[src/rtl/key_digit_capture.sv]
// Synchronises and debounces two active-low keys; each debounced press captures
// one switch nibble into a held digit and sets that digit's show flag.
module key_digit_capture #(
    parameter int DEBOUNCE_CYCLES = 1000000,
    parameter int CNT_W           = 20
) (
    input  logic       CLOCK_50,
    input  logic       Reset,
    input  logic [1:0] KEY,
    input  logic [7:0] SW,
    output logic [3:0] DIG3,
    output logic [3:0] DIG2,
    output logic       VAL3,
    output logic       VAL2,
    output logic [1:0] PRESS
);

    localparam logic [CNT_W-1:0] TERM = CNT_W'(DEBOUNCE_CYCLES - 1);

    logic [1:0]       key_sync_p0;
    logic [1:0]       key_sync_p1;
    logic [7:0]       sw_sync_p0;
    logic [7:0]       sw_sync_p1;
    logic [1:0]       stable;
    logic [1:0]       stable_p2;
    logic [CNT_W-1:0] cnt [2];
    logic [1:0]       press_evt;

    // Stage p0/p1: two-flop synchronisers for the asynchronous keys and switches
    always_ff @(posedge CLOCK_50) begin
        if (Reset) begin
            key_sync_p0 <= 2'b11;
            key_sync_p1 <= 2'b11;
            sw_sync_p0  <= '0;
            sw_sync_p1  <= '0;
        end else begin
            key_sync_p0 <= KEY;
            key_sync_p1 <= key_sync_p0;
            sw_sync_p0  <= SW;
            sw_sync_p1  <= sw_sync_p0;
        end
    end

    // Per-key debounce: any return to the stable level restarts the count
    always_ff @(posedge CLOCK_50) begin
        if (Reset) begin
            stable <= 2'b11;
            cnt[0] <= '0;
            cnt[1] <= '0;
        end else begin
            for (int i = 0; i < 2; i++) begin
                if (key_sync_p1[i] == stable[i]) begin
                    cnt[i] <= '0;
                end else if (cnt[i] == TERM) begin
                    stable[i] <= key_sync_p1[i];
                    cnt[i]    <= '0;
                end else begin
                    cnt[i] <= cnt[i] + 1'b1;
                end
            end
        end
    end

    // A press is a falling edge of the debounced level; releases are ignored
    assign press_evt = stable_p2 & ~stable;

    // Stage p2: press pulse and digit capture
    always_ff @(posedge CLOCK_50) begin
        if (Reset) begin
            stable_p2 <= 2'b11;
            PRESS     <= 2'b00;
            DIG3      <= 4'h0;
            DIG2      <= 4'h0;
            VAL3      <= 1'b0;
            VAL2      <= 1'b0;
        end else begin
            stable_p2 <= stable;
            PRESS     <= press_evt;
            if (press_evt[1]) begin
                DIG3 <= sw_sync_p1[7:4];
                VAL3 <= 1'b1;
            end
            if (press_evt[0]) begin
                DIG2 <= sw_sync_p1[3:0];
                VAL2 <= 1'b1;
            end
        end
    end

endmodule

[config.mk]
export PLATFORM = sky130hd
export DESIGN_NAME = key_digit_capture
export DESIGN_NICKNAME = d
export VERILOG_FILES = /design/src/rtl/key_digit_capture.sv
export SDC_FILE = /design/constraint.sdc
export NUM_CORES = 1
export LEC_CHECK = 0
export BUFFER_PORTS_ARGS = -buffer_cell sky130_fd_sc_hd__buf_2
export CAP_MARGIN = 20
export CORE_UTILIZATION = 45
export DETAILED_ROUTE_END_ITERATION = 16
export GPL_TIMING_DRIVEN = 0
export PLACE_DENSITY_LB_ADDON = 0.05
export SYNTH_ARGS = -nofsm -noshare
export SYNTH_HDL_FRONTEND = slang
export SYNTH_SLANG_ARGS = --single-unit
export TNS_END_PERCENT = 30
[constraint.sdc]
create_clock -name CLOCK_50 -period 3.2 [get_ports CLOCK_50]
set_input_delay 0.64 -clock CLOCK_50 [delete_from_list [all_inputs] [get_ports CLOCK_50]]
set_output_delay 0.64 -clock CLOCK_50 [all_outputs]
set_load 0.005 [all_outputs]
==> impl_results.md <==
- Outcome: finished, final reports clean
- Area contributors post-synth: edfxtp_1, dfxtp_1, xnor2_1
- Yosys reg bits: 76
- Crit path capture type: register
- Yosys top cell by area: edfxtp_1
- Area after DPL: 3690 um2
- Data arrival, critical path: 2.40 ns
- H-tree levels: 3
- Core area: 6940 um2
- Global-route wire length before repair: 9220 um
- R2r setup slk: 0.91 ns
- DRC viols: 0
- Synth Cell Area: 3310 um2
- Int Pwr: 0.00146 W
- NetSw: 0.000452 W
- Total GRT Usage: 16.3%
- XOR/XNOR Fraction of Synth Area: 8.21%
- Area Growth Syn to Fin: 17.6%
- Unrepaired setup endpoints after global routing: false
- Fmax: 437 MHz
- Netlist cell types: 39
- Simple-gate share of the synthesized area: 23.8%
- Pin count of the biggest net entering global routing: 16
- RD Place Congestion: 0.722
- Vias post-DR: 2,206
- Worst-Margin Slew: 0.785 ns
- Multiplexer share of the synthesized area: 2.42%
- Total CTS buffers: 9
- Post-DP HPWL: 3890 um
- Max-cap viol count: 0
- Post-CTS setup buffers: 0
- Final hold vios: 0
- Worst Clk Skew: 0.0134 ns
- Vias in the first global route: 1,937
- Initial DRC Count: 141
- CP endpoint: cnt[1][12]
- Synthesized area per cell: 11.0 um2
- Sink Count: 76
- Clock Latency Late Sink: 0.35 ns
- Avg WL per Cell: 11.6 um
- Min-delay worst type: register to register
- DIE HEIGHT: 87.7 um
- Slew Limit Headroom: 47.2%
- Reg2reg start: cnt[1][0]
- Total congestion overflow: 0
- Top-level I/O count: 24
- Clk network pwr share: 39.6%
- Net Sw Frac: 23.6%
- Post-CTS Resized: 0
- Setup violation total in the final timing report: 0
- Part of the power in registers: 56.8%
- CP Class: register to register
- Die X: 87.7 um
- Number of diodes: 0
- Total number of yosys warnings: 0
- Root Buffer: clkbuf_8
- Clk pin slew, worst setup/hold paths: 0.08 ns
- Final wirelength: 5490 um
- CP required: 3.31 ns
- DR pass1 iterations: 4
- Yosys top cell area share: 36.3%
- Fill cells: 597
- Max Slew Vio Count: 0
- Synth Area in Compound Gates: 4.27%
- Worst-case reg-to-reg path depth: 6
- Detail Route Antenna Nets: 0
- Fin Setup TNS: 0 ns
- Worst VDD drop: 0.318 mV
- Clock Path Buffers: 2
- Design area: 3890 um2
- Total Power: 0.00191 W
- Reg-to-reg endpoint: cnt[1][12]
- Synthesized instance count: 301
- Largest family of logic cells by synthesized area: simple AND/OR/NAND/NOR gates
- Ratio of cells with drive above 1 in the final layout: 16.1%
- Cell Pwr Density: 492 nW/um2
- Initial Utilization: 47.6%
- Hold-fix buffers, CTS: 0
- Synth Area in Adders: 0.756%
- Setup crit start: cnt[1][0]
- Comb pwr share: 3.6%
- Initial antenna violation count: 0
- Final Cycle Share: 71.5%
- Fin nets: 388
- Cell Rows: 30
- Leak: 1.45 nW
- Startpoint Class: register
- Critical path peak fanout: 10
- Seq/Total Area, Yosys: 58.1%
- I/O Buffers: 23
- Min Clock Period, post-route: 2.29 ns
- Die area: 7700 um2
- DR vias/cell: 4.64
- CTS tree: built
-- registers in the layout (all words and copies together) (netlist names), 4 cells and up --
name and cells:
DIG3 4, cnt 40, DIG2 4, sw_sync_p1 8, sw_sync_p0 8
-- metrics by stage --
step,setup WS (ns),utilization (%),hold slack [ns],cells
6_report,0.911,56.0,0.428,475
5_1_grt,0.768,56.0,0.436,475
4_1_cts,0.878,56.0,0.430,475
3_5_place_dp,0.880,53.1,0.411,459
3_3_place_gp,0.900,53.1,0.392,459
2_1_floorplan,1.19,-,0.389,340
-- layer usage --
layer / wire [um] / up-vias / GRT usage, %
met1: 2860 / 987 / 22.7
met2: 2250 / 42 / 22.3
met3: 292 / 9 / 6.88
met5: 0 / - / 0
met4: 88 / 0 / 6.26
li1: - / 1168 / -
-- critical path, cell delays in order (launching register included) --
cell and delay [ns]:
edfxtp_1 0.42, ha_1 0.22, nand3_2 0.20, or4_4 0.63, o21ai_4 0.32, buf_6 0.20
nor2_1 0.06
-- cell families (layout without fill, tap and decap cells) --
family	count (synthesis)	in the layout
and+or+nand+nor	144	144
DFF	76	76
xor gates and xnor gates	31	31
AOI/OAI and AO/OA	21	21
buffers and inverters	18	57
muxes	8	8
adders and majority gates	2	2
other	1	40
-- cell usage after synthesis --
master	count
mux2i_1	8
a21oi_2	1
nand4_4	1
buf_6	1
buf_2	1
nand3_2	2
and4_1	1
nor2_1	49
or2_2	7
conb_1	1
nor3b_1	1
nor3_1	8
or3_1	6
nand3_1	10
nor4bb_1	1
nor4_1	8
edfxtp_1	40
o21ai_0	7
dfxtp_1	36
nand2_1	13
nand4_2	1
nor4b_1	3
nand4_1	10
ha_1	2
o21bai_2	1
a21oi_1	6
o211ai_1	1
xnor2_1	23
a21o_1	2
or4_4	3
a31o_2	2
inv_1	13
and4_2	1
o21ai_4	1
and3_1	2
or3b_1	1
nor2b_1	16
xor2_1	8
clkbuf_1	3
-- worst min path at each step --
stage / cells past startpoint / end / from
after global placement: 1 / key_sync_p1[1] / key_sync_p0[1]
after global routing: 1 / key_sync_p1[0] / key_sync_p0[0]
final: 1 / key_sync_p1[0] / key_sync_p0[0]
after floorplan: 1 / key_sync_p1[0] / key_sync_p0[0]
after detailed placement: 1 / key_sync_p1[0] / key_sync_p0[0]
after CTS: 1 / key_sync_p1[0] / key_sync_p0[0]
-- cells in the final DEF (no fill, tap or decap), types with 3 or more instances in the layout --
cell / count
a21oi_1: 6
inv_6: 4
clkbuf_8: 9
or3_1: 6
dfxtp_1: 36
edfxtp_1: 40
nand4_1: 10
nor4_1: 8
mux2i_1: 8
o21ai_0: 7
buf_2: 24
inv_1: 13
nor2_1: 49
conb_1: 40
nand2_1: 13
nor4b_1: 3
clkbuf_1: 3
xnor2_1: 23
nand3_1: 10
or4_4: 3
nor2b_1: 16
xor2_1: 8
or2_2: 7
nor3_1: 8
-- layout make-up --
type                            count  area (um2)  area share [%]
Clock buffer                        9         124            3.18
Inverter                           13        48.8            1.25
Tap cell                           96         120            3.09
Multi-Input combinational cell    246        1460            37.4
Buffer                              5        27.5           0.707
Sequential cell                    76        1920            49.4
Timing Repair Buffer               23         115            2.96
Clock inverter                      7        77.6            1.99
-- power by group through the flow --
stage | Combinational [W] | Clock [W] | Sequential (W)
2_1_floorplan | 0.0000530 | 0 | 0.00110
5_1_grt | 0.0000796 | 0.000826 | 0.00109
4_1_cts | 0.0000685 | 0.000779 | 0.00109
3_3_place_gp | 0.0000676 | 0 | 0.00111
3_5_place_dp | 0.0000681 | 0 | 0.00111
6_report | 0.0000685 | 0.000758 | 0.00109
(Power assumes the default switching activity.)
